## config.mk

```make
export PLATFORM = sky130hd
export DESIGN_NAME = mem_boot_ctrl
export DESIGN_NICKNAME = d
export VERILOG_FILES = /design/src/rtl/mem_boot_ctrl_pkg.sv /design/src/rtl/mem_boot_ctrl_lfsr32.sv /design/src/rtl/mem_boot_ctrl.sv
export SDC_FILE = /design/constraint.sdc
export NUM_CORES = 1
export LEC_CHECK = 0
export ABC_AREA = 1
export BUFFER_PORTS_ARGS = -buffer_cell sky130_fd_sc_hd__buf_2
export CAP_MARGIN = 20
export CORE_ASPECT_RATIO = 1.1
export CORE_MARGIN = 10
export CORE_UTILIZATION = 55
export CTS_CLUSTER_SIZE = 40
export DETAILED_ROUTE_END_ITERATION = 16
export PLACE_DENSITY = 0.78
export SLEW_MARGIN = 20
export SYNTH_ARGS = -nofsm -noshare
export SYNTH_HDL_FRONTEND = slang
export SYNTH_SLANG_ARGS = --single-unit
```

## constraint.sdc

```tcl
create_clock -name clk -period 2.4 [get_ports clk]
set_clock_uncertainty 0.15 [all_clocks]
set_input_delay 0.48 -clock clk [delete_from_list [all_inputs] [get_ports clk]]
set_output_delay 0.48 -clock clk [all_outputs]
set_load 0.02 [all_outputs]
```

## src/rtl/mem_boot_ctrl_pkg.sv

```systemverilog
// mem_boot_ctrl_pkg: shared widths, mode/state encodings and LFSR step for the boot controller
package mem_boot_ctrl_pkg;
  localparam int REG_WIDTH = 32;
  localparam int ADDR_WIDTH = 16;
  localparam int MEM_DEPTH = 2 ** ADDR_WIDTH;
  localparam logic [REG_WIDTH-1:0] LFSR_TAPS = 32'h8020_0003;
  typedef enum logic [1:0] {
    MODE_ZERO       = 2'b00,
    MODE_RAND       = 2'b01,
    MODE_CONST      = 2'b10,
    MODE_CLEAR_RAND = 2'b11
  } mode_e;
  typedef enum logic [2:0] {
    S_IDLE,
    S_CLEAR,
    S_FILL,
    S_RUN,
    S_DUMP,
    S_DONE
  } state_e;
  function automatic logic [REG_WIDTH-1:0] lfsr_next(input logic [REG_WIDTH-1:0] v);
    return {1'b0, v[REG_WIDTH-1:1]} ^ (v[0] ? LFSR_TAPS : '0);
  endfunction
endpackage

```

## src/rtl/mem_boot_ctrl_lfsr32.sv

```systemverilog
// lfsr32: 32-bit Galois LFSR, reloaded from seed only on reset
//   clk, reset  : clock, synchronous active-high reset
//   seed        : reload value (0 is replaced by 1 so the register never locks up)
//   advance     : step once this cycle
//   value       : current LFSR state
module lfsr32 (
  input  logic        clk,
  input  logic        reset,
  input  logic [31:0] seed,
  input  logic        advance,
  output logic [31:0] value
);
  import mem_boot_ctrl_pkg::*;
  always_ff @(posedge clk) begin
    if (reset) value <= (seed == '0) ? 32'd1 : seed;
    else if (advance) value <= lfsr_next(value);
  end
endmodule

```

## src/rtl/mem_boot_ctrl.sv

```systemverilog
// mem_boot_ctrl: clears/fills memory, releases the CPU for a while, then dumps a range back out
//   start/mode/range_*/fill_value/run_cycles/dump_* : sequence request, latched on start in IDLE/DONE
//   mem_addr/mem_we/mem_wdata/mem_rdata             : memory port, one-cycle read latency
//   cpu_reset_n                                     : high only while the CPU runs
//   busy/done/error, dump_valid/dump_addr/dump_data : status and readback stream
module mem_boot_ctrl #(
  parameter int          ADDR_WIDTH = 16,
  parameter int          DATA_WIDTH = 8,
  parameter int          DEPTH      = 2 ** ADDR_WIDTH,
  parameter logic [31:0] SEED       = 32'h0000_0001
) (
  input  logic                  clk,
  input  logic                  reset,
  input  logic                  start,
  input  logic [1:0]            mode,
  input  logic [ADDR_WIDTH-1:0] range_lo,
  input  logic [ADDR_WIDTH-1:0] range_hi,
  input  logic [DATA_WIDTH-1:0] fill_value,
  input  logic [15:0]           run_cycles,
  input  logic [ADDR_WIDTH-1:0] dump_lo,
  input  logic [ADDR_WIDTH-1:0] dump_hi,
  output logic [ADDR_WIDTH-1:0] mem_addr,
  output logic                  mem_we,
  output logic [DATA_WIDTH-1:0] mem_wdata,
  input  logic [DATA_WIDTH-1:0] mem_rdata,
  output logic                  cpu_reset_n,
  output logic                  busy,
  output logic                  done,
  output logic                  error,
  output logic                  dump_valid,
  output logic [ADDR_WIDTH-1:0] dump_addr,
  output logic [DATA_WIDTH-1:0] dump_data
);
  import mem_boot_ctrl_pkg::*;
  localparam logic [ADDR_WIDTH-1:0] LAST = ADDR_WIDTH'(DEPTH - 1);
  state_e state_q, state_d;
  mode_e mode_q;
  logic [ADDR_WIDTH-1:0] addr_q, addr_d, rlo_q, rhi_q, dlo_q, dhi_q, daddr_q;
  logic [DATA_WIDTH-1:0] fill_q, fdata;
  logic [15:0] cnt_q, cnt_d;
  logic last_q, last_d, err_q, err_d, dv_q;
  logic take, bad, rnd;
  logic [31:0] lfsr_val;
  logic unused_lfsr;
  assign take = start && (state_q == S_IDLE || state_q == S_DONE);
  assign bad = (range_lo > range_hi) || (dump_lo > dump_hi) ||
               (32'(range_hi) >= 32'(DEPTH)) || (32'(dump_hi) >= 32'(DEPTH));
  assign rnd = (mode_q == MODE_RAND) || (mode_q == MODE_CLEAR_RAND);
  assign unused_lfsr = ^lfsr_val;
  lfsr32 u_lfsr (
    .clk    (clk),
    .reset  (reset),
    .seed   (SEED),
    .advance(state_q == S_FILL && rnd),
    .value  (lfsr_val)
  );
  assign fdata = (mode_q == MODE_CONST) ? fill_q : rnd ? lfsr_val[DATA_WIDTH-1:0] : '0;
  always_comb begin
    state_d = state_q;
    addr_d  = addr_q;
    cnt_d   = cnt_q;
    last_d  = last_q;
    err_d   = err_q;
    case (state_q)
      S_IDLE, S_DONE: if (take) begin
        err_d   = bad;
        last_d  = 1'b0;
        cnt_d   = run_cycles;
        addr_d  = (mode == MODE_CLEAR_RAND) ? '0 : range_lo;
        state_d = bad ? S_DONE : (mode == MODE_CLEAR_RAND) ? S_CLEAR : S_FILL;
      end
      S_CLEAR: begin
        addr_d  = (addr_q == LAST) ? rlo_q : addr_q + 1'b1;
        state_d = (addr_q == LAST) ? S_FILL : S_CLEAR;
      end
      S_FILL: begin
        addr_d  = (addr_q == rhi_q) ? dlo_q : addr_q + 1'b1;
        state_d = (addr_q != rhi_q) ? S_FILL : (cnt_q != '0) ? S_RUN : S_DUMP;
      end
      S_RUN: begin
        cnt_d   = cnt_q - 16'd1;
        state_d = (cnt_q == 16'd1) ? S_DUMP : S_RUN;
      end
      // one extra cycle after the last read lets its dump_valid land before DONE
      S_DUMP: begin
        state_d = last_q ? S_DONE : S_DUMP;
        last_d  = last_q || (addr_q == dhi_q);
        addr_d  = (last_q || addr_q == dhi_q) ? addr_q : addr_q + 1'b1;
      end
      default: state_d = S_IDLE;
    endcase
  end
  always_ff @(posedge clk) begin
    if (reset) begin
      state_q <= S_IDLE;
      addr_q  <= '0;
      cnt_q   <= '0;
      last_q  <= 1'b0;
      err_q   <= 1'b0;
      dv_q    <= 1'b0;
      daddr_q <= '0;
      mode_q  <= MODE_ZERO;
      rlo_q   <= '0;
      rhi_q   <= '0;
      dlo_q   <= '0;
      dhi_q   <= '0;
      fill_q  <= '0;
    end else begin
      state_q <= state_d;
      addr_q  <= addr_d;
      cnt_q   <= cnt_d;
      last_q  <= last_d;
      err_q   <= err_d;
      dv_q    <= state_q == S_DUMP && !last_q;
      daddr_q <= (state_q == S_DUMP && !last_q) ? addr_q : daddr_q;
      if (take) begin
        mode_q <= mode_e'(mode);
        rlo_q  <= range_lo;
        rhi_q  <= range_hi;
        dlo_q  <= dump_lo;
        dhi_q  <= dump_hi;
        fill_q <= fill_value;
      end
    end
  end
  assign mem_addr    = addr_q;
  assign mem_we      = state_q == S_CLEAR || state_q == S_FILL;
  assign mem_wdata   = (state_q == S_FILL) ? fdata : '0;
  assign cpu_reset_n = state_q == S_RUN;
  assign busy        = mem_we || state_q == S_RUN || state_q == S_DUMP;
  assign done        = state_q == S_DONE;
  assign error       = err_q;
  assign dump_valid  = dv_q;
  assign dump_addr   = daddr_q;
  assign dump_data   = dv_q ? mem_rdata : '0;
endmodule

```

==> metrics.md, run 1 <==
| Metric | Value |
|---|---|
| Fin crit share | 0.989 |
| Hold slack | about 130 ps |
| Worst Path Max Fanout | 12 |
| Compound-Gate Fraction of Synth Area | 0.160 |
| Fin crit period | 2370 ps |
| Worst-margin pin slew | 685 ps |
| Final Non-Filler Cells | 1629 |
| Slack of the worst reg-to-reg path | 270 ps |
| Post-synth EDFFs | 0 |
| Max_cap viols | 0 |
| Total power | between 10 and 15 mW |
| Slew HR | 0.544 |
| Crit path arrival time | 1740 ps |
| Ordered cell list for the critical path | inv_2, nor3_4, nand2_4, buf_12, o22ai_1, buf_4 |
| Final GP Congestion | approximately 0.9 |
| Worst R2R Start | mem_addr[7]$_SDFFE_PP0P_ |
| Design Area, Final | about 10000 sq um |
| Commonest cells after routing, fill and taps aside | nand2_1 (211), nor2_1 (186), dfxtp_1 (158), buf_2 (153), inv_1 (149) |
| WHS Path Cells | 3 |
| Worst EP required | ~1800 ps |
| Final hold violation count | 0 |
| Min-delay src | run_cycles[4] |
| Placement Setup Slack | between 200 and 300 ps |
| H-tree depth | 4 |
| CTS tree | yes |
| Max frequency | roughly 420 MHz |
| Cell Rows | 48 |
| Final nets | 1553 |
| Routed len/inst | 15.3 microns |
| Total wire length | 24.9 mm |
| Slowest stage delay, CP | 370 ps |
| Critical Path Start Type | register |
| Cell chosen for the clock root | clkbuf_16 |
| Pre-antenna DRT Iters | 5 |
| Asr flop ratio synth | 0 |
| HP Class | input pin to register |
| Die ar. | 21300 sq um |
| Commonest non-fill, non-tap cell in the layout | nand2_1 |
| Placed Area | 9690 sq um |
| R2R cell count | 11 |
| FF-to-FF End | mem_addr[6]$_SDFFE_PP0P_ |
| IO Count | 155 |
| Fin. max-slew vios | 0 |
| Width of the chip | 140 microns |
| Main synth FF type | dfxtp_1 |
| Largest family of logic cells by synthesized area | simple AND/OR/NAND/NOR gates |
| Adder-cell area share of the yosys netlist | 0.0518 |
| Leak | 5.15 nW |
| Cell area power density | 1140 nW/um^2 |
| Clock latency on the worst-skew pair | 420 ps |
| Syn Area/Cell | 6.89 sq um |
| Number of global-route vias before repair | 8135 |
| Final setup violation count | 0 |
| CTS sink cnt | 160 |
| Worst setup margin | 26.5 ps |
| Synth Area in Simple Gates | 0.266 |
| Clock buffer count from CTS | 17 |
| Post-Synth XOR/XNOR Area | 0.0403 |
| Remaining antenna violation count | 0 |
| FILL cells | around 1400 |
| Peak VDD IR | 0.538 mV |
| Distinct cells, synth | 46 |
| Initial antenna violation count | 1 |
| 1st-iter DRT viols | 700 |
| Synth Instances | approximately 1300 |
| GR Overflow Total | 0 |
| Crit Path Class | register to primary output |
| Area Overhead vs Synth | 19.8% |
| Synthesized cell area | 8700 sq um |
| First-pass GRT wire length | 39.9 mm |
| Clk slew on worst S/H paths | about 60 ps |
| Initial Utilization | 0.557 |
| Number of instances in the placed design | 1586 |
| Clock buffer depth | 2 |
| Mux share of post-synthesis cell area | 0 |
| Core Util, Final | 0.668 |
| Fin Setup TNS | 0 ps |
| Status | finished, final reports clean |
| DR vias | 8581 |
| RSZ-0062 raised after global routing | yes |
| Seq cells post-synth | between 150 and 200 |
| CP Capture Type | primary output |
| Syn nets | roughly 1400 |
| DRC viols | 0 |
| Vias per std cell | 5.27 |
| Sequential fraction of the synthesis area | 0.368 |
| Largest net degree at the start of global routing | 74 |
| CTS Hold Buffers Added | 0 |
| Core Box Area | around 16000 sq um |
| Critical Path Slowest Stage Cell | dfxtp_4 |
| PortBufs | roughly 150 |
| Total Routing Usage GR | 0.225 |
| Post-DP HPWL | roughly 18 mm |
| Synth warn | 0 |
| Die height | approximately 150 microns |
| Share of cells above drive strength 1 | 0.195 |
| Hold path endpoint | cnt_q[4]$_SDFFE_PP0P_ |
==> how the worst max path moves through the flow <==
| stage | start | endpoint | slack (ps) | cells past startpoint |
|---|---|---|---|---|
| finish | state_q[1]$_SDFFE_PP0P_ | mem_wdata[1] | 30 | 6 |
| global route | state_q[1]$_SDFFE_PP0P_ | mem_wdata[7] | -40 | 5 |
| CTS | state_q[2]$_SDFFE_PP0P_ | busy | 4 | 7 |
| detailed placement | range_hi[15] | state_q[2]$_SDFFE_PP0P_ | 280 | 12 |
| global placement | range_hi[15] | state_q[2]$_SDFFE_PP0P_ | 300 | 12 |
| floorplan | state_q[2]$_SDFFE_PP0P_ | mem_wdata[0] | 60 | 5 |
==> power by group <==
group          total [mW]  switching (mW)  leakage (nW)  internal (mW)
registers            4.05           0.668          1.31           3.38
clock network        2.70            1.11         0.279           1.59
logic                5.19            3.33          3.56           1.86
total                11.9            5.11          5.15           6.83
==> cells in the mapped netlist (17+ instances only) <==
master / n / area (sq um)
xor2_1: 37 / 324
inv_1: 150 / 563
nor2_1: 186 / 698
dfxtp_1: 160 / 3200
a21oi_1: 125 / 626
ha_1: 36 / 450
clkbuf_1: 27 / 101
buf_2: 21 / 105
nand4_1: 21 / 131
o21ai_0: 121 / 606
buf_4: 17 / 128
nand2_1: 212 / 796
nand3_1: 56 / 280
==> layer usage <==
metal | up-vias | part of all wire | GRT usage
met4 | 0 | 0.027 | 0.0886
met3 | 42 | 0.080 | 0.0580
met1 | 3883 | 0.42 | 0.274
li1 | 4349 | - | -
met5 | - | 0 | 0
met2 | 307 | 0.47 | 0.371
==> state kept, by name, indices dropped and copies added (netlist names) <==
name	flops
cnt_q	16
dump_valid	1
u_lfsr.value	32
fill_q	8
dlo_q	16
error	1
rlo_q	16
dump_addr	16
last_q	1
rhi_q	16
dhi_q	16
mode_q	2
mem_addr	16
state_q	3
==> final cells by class <==
cell class                 count  area [sq um]  area share
sequential                   160          3210       0.308
tap                          200           250      0.0240
clock buffer                  20           457      0.0438
multi-input combinational    872          4530       0.434
timing repair buffer         202          1230       0.118
clock inverter                11           131      0.0126
antenna                        1          2.50    0.000240
inverter                     163           621      0.0595
==> critical path, delay by kind of cell, from the launching register on <==
kind                   cells  cell delay, ps
buffers and inverters      3             400
AOI/OAI and AO/OA          1             150
DFF                        1             370
and+or+nand+nor            2             390
==> logic make-up (layout without fill, tap and decap cells) <==
kind of cell,Yosys count,after routing
fa+ha+maj,36,36
flops,160,160
compound gates,269,269
other cells,0,1
xor+xnor,40,40
buf+inv,232,396
simple gates,527,527
==> repair_timing <==
action / 4_1_cts / 5_1_grt
gates resized for setup: 8 / 8
buffers inserted: 2 / 8
gates cloned: 0 / 1
endpoints found under the setup margin: 9 / 10
Note: power is estimated with default switching activity, not from simulation.
==> inputs of run 2 (changes only) <==
--- a/config.mk
+++ b/config.mk
@@ -8,7 +8,6 @@
 export ABC_AREA = 1
 export BUFFER_PORTS_ARGS = -buffer_cell sky130_fd_sc_hd__buf_2
 export CAP_MARGIN = 20
-export CORE_ASPECT_RATIO = 1.1
 export CORE_MARGIN = 10
 export CORE_UTILIZATION = 55
 export CTS_CLUSTER_SIZE = 40
==> run 2 against run 1 <==
Effect of this change:
- fmax up 1.5%
- sequential share of layout area is 0.16 points higher
- clock power shrank 3%
- critical path type unchanged
- largest cell class unchanged
- largest power group unchanged
==> metrics.md, run 2 (synthesis results as in run 1) <==
| Metric | Value |
|---|---|
| Leak | between 5 and 6 nW |
| Initial antenna violation count | 2 |
| Clock buffer depth | 2 |
| Max reg flops | 32 |
| H-tree depth | 4 |
| Slowest stage delay, CP | 360 ps |
| Critical Path Slowest Stage Cell | dfxtp_4 |
| Pre-antenna DRT Iters | 5 |
| Crit path arrival time | between 1500 and 2000 ps |
| Largest net degree at the start of global routing | around 80 |
| Critical Path Start Type | register |
| Max frequency | 427 MHz |
| CTS sink cnt | 160 |
| Core Box Area | 15400 sq um |
| Placed Area | 9600 sq um |
| CTS tree | yes |
| R2R cell count | 9 |
| HP Class | input pin to register |
| P_int | 6.71 mW |
| CTS Hold Buffers Added | 0 |
| Initial Utilization | 0.566 |
| Clock latency on the worst-skew pair | around 430 ps |
| Die ar. | 21300 sq um |
| Final hold violation count | 0 |
| DR vias | 8646 |
| 1st-iter DRT viols | 922 |
| Commonest cells after routing, fill and taps aside | nand2_1 (210), nor2_1 (186), dfxtp_1 (158), buf_2 (152), inv_1 (149) |
| Status | finished, final reports clean |
| Final nets | 1550 |
| Routed len/inst | 15.5 microns |
| Final Non-Filler Cells | 1638 |
| Width of the chip | 146 microns |
| Crit Path Class | register to primary output |
| Area Overhead vs Synth | 19.3% |
| Fin crit share | 0.975 |
| Most flop-heavy register | u_lfsr.value |
| Number of global-route vias before repair | 8072 |
| Slew HR | 0.520 |
| Cell area power density | 1150 nW/um^2 |
| Worst Path Max Fanout | 4 |
| Min-delay src | run_cycles[4] |
| Cell Rows | 45 |
| Share of cells above drive strength 1 | 0.194 |
| Peak VDD IR | 0.696 mV |
| DRC viols | 0 |
| GR Overflow Total | 0 |
| Seq pwr share | 0.344 |
| Clock buffer count from CTS | 17 |
| Slack of the worst reg-to-reg path | between 150 and 200 ps |
| Clock power frac | 0.221 |
| IO Count | 155 |
| Cell chosen for the clock root | clkbuf_16 |
| Worst EP required | 1770 ps |
| Clk slew on worst S/H paths | ~60 ps |
| Worst R2R Start | state_q[0]$_SDFFE_PP0P_ |
| Final GP Congestion | 0.931 |
| Total wire length | 25.4 mm |
| Commonest non-fill, non-tap cell in the layout | nand2_1 |
| Logic pwr share | 0.435 |
| Psw | between 5 and 6 mW |
| FF-to-FF End | cnt_q[4]$_SDFFE_PP0P_ |
| CP Capture Type | primary output |
| Design Area, Final | 10400 sq um |
| Max_cap viols | 0 |
| Worst-margin pin slew | roughly 720 ps |
| Final setup violation count | 0 |
| PortBufs | 154 |
| Hold path endpoint | cnt_q[4]$_SDFFE_PP0P_ |
| First-pass GRT wire length | 40.2 mm |
| Die height | 146 microns |
| Total Routing Usage GR | 0.226 |
| CP dominant cell by count | buf_6 |
| Number of instances in the placed design | 1587 |
| Sw Ratio | 0.437 |
| Vias per std cell | 5.28 |
| WHS Path Cells | 3 |
| Fin. max-slew vios | 0 |
| Remaining antenna violation count | 0 |
| Ordered cell list for the critical path | inv_4, nor3_4, buf_4, buf_6, or2_4, nor2_4, nand2_2, buf_6 |
| Post-DP HPWL | 18.1 mm |
| Fin crit period | 2340 ps |
-- run 2: power by group through the flow --
stage          combinational (mW)  sequential, mW  clock [mW]
3_5_place_dp                 4.91            4.10           0
5_1_grt                      5.79            4.18        2.77
6_report                     5.19            4.10        2.63
2_1_floorplan                3.66            4.01           0
4_1_cts                      4.98            4.07        2.65
3_3_place_gp                 4.80            4.09           0
-- run 2: what timing repair did --
action                     4_1_cts  5_1_grt
hold endpoints to repair         0        0
setup endpoints to repair        8        9
gates resized for setup         10       13
pin swaps                        2        4
setup buffers                    2       16
-- run 2: layer usage --
metal | track usage | up-vias | wire, microns
met5 | 0 | - | 0
met4 | 0.0703 | 0 | 475
met3 | 0.0602 | 45 | 2170
met2 | 0.349 | 331 | 11400
met1 | 0.299 | 3921 | 11400
li1 | - | 4349 | -
-- run 2: final cells by class --
type | instances | area (sq um)
Fill cell | 1317 | 4990
Multi-Input combinational cell | 872 | 4540
Sequential cell | 160 | 3210
Timing Repair Buffer | 199 | 1170
Inverter | 163 | 621
Clock buffer | 21 | 470
Tap cell | 211 | 264
Clock inverter | 10 | 103
Antenna cell | 2 | 5.00
-- run 2: how the worst max path moves through the flow --
stage                                  from                 endpoint  slack [ps]  cells past startpoint
finish              state_q[1]$_SDFFE_PP0P_                     busy          60                      8
detailed placement             range_hi[15]  state_q[0]$_SDFFE_PP0P_         200                     12
CTS                 state_q[1]$_SDFFE_PP0P_             mem_wdata[0]           4                      7
global placement               range_hi[15]  state_q[2]$_SDFFE_PP0P_         230                     12
floorplan           state_q[2]$_SDFFE_PP0P_             mem_wdata[0]          60                      5
global route        state_q[0]$_SDFFE_PP0P_             mem_wdata[7]          -6                      7
-- run 2: critical path, delay by kind of cell (launching register included) --
family	cells	cell delay, ps
buffers and inverters	4	460
flip-flops	1	360
AND/OR/NAND/NOR	4	460
-- run 2: through the flow --
stage | util | hold slack [ps] | setup TNS [ps] | setup WS, ps | total power [mW]
after floorplan | - | 275 | 0 | 64.9 | 7.67
after global placement | 0.625 | 283 | 0 | 234 | 8.88
after detailed placement | 0.625 | 289 | 0 | 205 | 9.01
after CTS | 0.665 | 131 | 0 | 4.29 | 11.7
after global routing | 0.675 | 145 | -13.5 | -5.50 | 12.7
final | 0.676 | 134 | 0 | 60.7 | 11.9
==> inputs of run 3 (changes only) <==
--- a/config.mk
+++ b/config.mk
@@ -12,6 +12,7 @@
 export CORE_UTILIZATION = 55
 export CTS_CLUSTER_SIZE = 40
 export DETAILED_ROUTE_END_ITERATION = 16
+export MAX_ROUTING_LAYER = met4
 export PLACE_DENSITY = 0.78
 export SLEW_MARGIN = 20
 export SYNTH_ARGS = -nofsm -noshare
==> run 3 against run 2 <==
Effect of this change:
- the run now ends with negative setup slack left
- non-clock buffer count decreased by 2
- wire length up 0.81%
- sequential share of layout area decreased by 0.32 points
- first-iteration DRC count down 18%
- clock power is 6% higher
==> metrics.md, run 3 (synthesis results as in run 1) <==
| Metric | Value |
|---|---|
| HP Class | input pin to register |
| Final hold violation count | 0 |
| Fin Setup TNS | -112 ps |
| Commonest cells after routing, fill and taps aside | nand2_1 (209), nor2_1 (186), dfxtp_1 (158), inv_1 (149), buf_2 (149) |
| Slew HR | 0.528 |
| Clock latency on the worst-skew pair | between 400 and 500 ps |
| Final Non-Filler Cells | 1640 |
| Largest net degree at the start of global routing | 73 |
| Fin crit period | 2450 ps |
| IO Count | about 160 |
| Total Routing Usage GR | 0.230 |
| Pre-antenna DRT Iters | 6 |
| Die ar. | 21300 sq um |
| Critical Path Start Type | register |
| 1st-iter DRT viols | 758 |
| Failing checks | negative setup slack |
| Core Util, Final | 0.682 |
| Max reg flops | 32 |
| Initial antenna violation count | 3 |
| Initial Utilization | 0.566 |
| Worst-margin pin slew | 709 ps |
| Remaining antenna violation count | 0 |
| Routed len/inst | 15.6 microns |
| FILL cells | 1315 |
| Number of global-route vias before repair | about 8100 |
| Clock buffer count from CTS | 17 |
| RSZ-0062 raised after global routing | yes |
| PortBufs | 154 |
| Leak | 5.15 nW |
| Worst setup margin | -52.9 ps |
| Worst EP required | around 1800 ps |
| Area Overhead vs Synth | 20.5% |
| Final setup violation count | 5 |
| Cell area power density | about 1200 nW/um^2 |
| CP Capture Type | primary output |
| Clock buffer depth | 2 |
| Vias per std cell | roughly 5.3 |
| H-tree depth | 4 |
| First-pass GRT wire length | 39.9 mm |
| Placement Setup Slack | 197 ps |
| Most flop-heavy register | u_lfsr.value |
| Final nets | 1550 |
| Crit path arrival time | ~1800 ps |
| Width of the chip | ~150 microns |
| GR Overflow Total | 0 |
| CTS sink cnt | 160 |
| Share of cells above drive strength 1 | 0.198 |
| Fin. max-slew vios | 0 |
| Clk slew on worst S/H paths | 70 ps |
| Cell Rows | 45 |
| Hold slack | 155 ps |
| Worst Path Max Fanout | 5 |
| Fin crit share | 1.02 |
| Post-DP HPWL | 18.2 mm |
| Crit Path Class | register to primary output |
| Max_cap viols | 0 |
| Number of instances in the placed design | 1591 |
| Final GP Congestion | roughly 0.94 |
| CTS tree | yes |
| Total wire length | 25.6 mm |
| Core Box Area | between 15000 and 20000 sq um |
| Commonest non-fill, non-tap cell in the layout | nand2_1 |
| DR vias | 8745 |
| Max frequency | around 410 MHz |
| Status | finished, violations left |
| Die height | 146 microns |
| Peak VDD IR | 0.692 mV |
| Cell chosen for the clock root | clkbuf_16 |
| DRC viols | 0 |
-- run 3: changes by cell type in the layout (fill, tap and decap cells not counted), sizes merged --
cell and delta:
diode +1, inv +8, bufinv +1, clkinv -4, buf -3, clkbuf -2
clkinvlp +1
-- run 3: layer usage --
metal / routed length, microns / vias to the layer above / share of wire / GRT usage
met5: 0 / - / 0 / -
met4: 495 / 0 / 0.019 / 0.0799
met3: 2130 / 47 / 0.083 / 0.0459
met2: 11600 / 385 / 0.45 / 0.354
met1: 11400 / 3961 / 0.44 / 0.294
li1: - / 4352 / - / -
-- run 3: final cells by class --
| cell class | count | area [sq um] | share of cell area |
|---|---|---|---|
| clock buffer | 18 | 439 | 0.0419 |
| tap | 211 | 264 | 0.0252 |
| antenna | 3 | 7.51 | 0.000716 |
| inverter | 163 | 623 | 0.0594 |
| clock inverter | 14 | 168 | 0.0160 |
| timing repair inverter | 2 | 13.8 | 0.00131 |
| timing repair buffer | 197 | 1200 | 0.114 |
| multi-input combinational | 872 | 4560 | 0.435 |
| sequential | 160 | 3210 | 0.306 |
-- run 3: what timing repair did --
action                     4_1_cts  5_1_grt
hold buffers                     0        0
pin swaps                        0        3
gates cloned                     1        2
setup buffers                    0       11
setup endpoints to repair        8        9
resized for setup                8       24
-- run 3: through the flow --
stage	power (mW)	instance area, sq um
floorplan	7.67	8700
global placement	8.96	9640
detailed placement	9.10	9640
CTS	12.0	10300
global route	12.9	10500
finish	12.1	10500
-- run 3: critical path: stages (launching register included) --
cell and delay (ps):
dfxtp_4 380, inv_4 50, nor3_4 330, nand2_4 170, buf_12 170, o22ai_4 150, buf_6 140
-- run 3: final timing paths --
| kind | cells after the start | endpoint | slack, ps | start |
|---|---|---|---|---|
| max | 6 | mem_wdata[1] | -50 | state_q[1]$_SDFFE_PP0P_ |
| min | 3 | cnt_q[4]$_SDFFE_PP0P_ | 150 | run_cycles[4] |
| max reg2reg | 9 | dhi_q[7]$_SDFFE_PP0P_ | 160 | state_q[1]$_SDFFE_PP0P_ |
| min reg2reg | 2 | fill_q[3]$_SDFFE_PP0P_ | 300 | fill_q[3]$_SDFFE_PP0P_ |
-- run 3: power breakdown --
group          switching (mW)  leakage, nW  internal (mW)
combinational            3.43         3.54           1.81
clock                    1.20        0.293           1.60
sequential              0.655         1.31           3.38
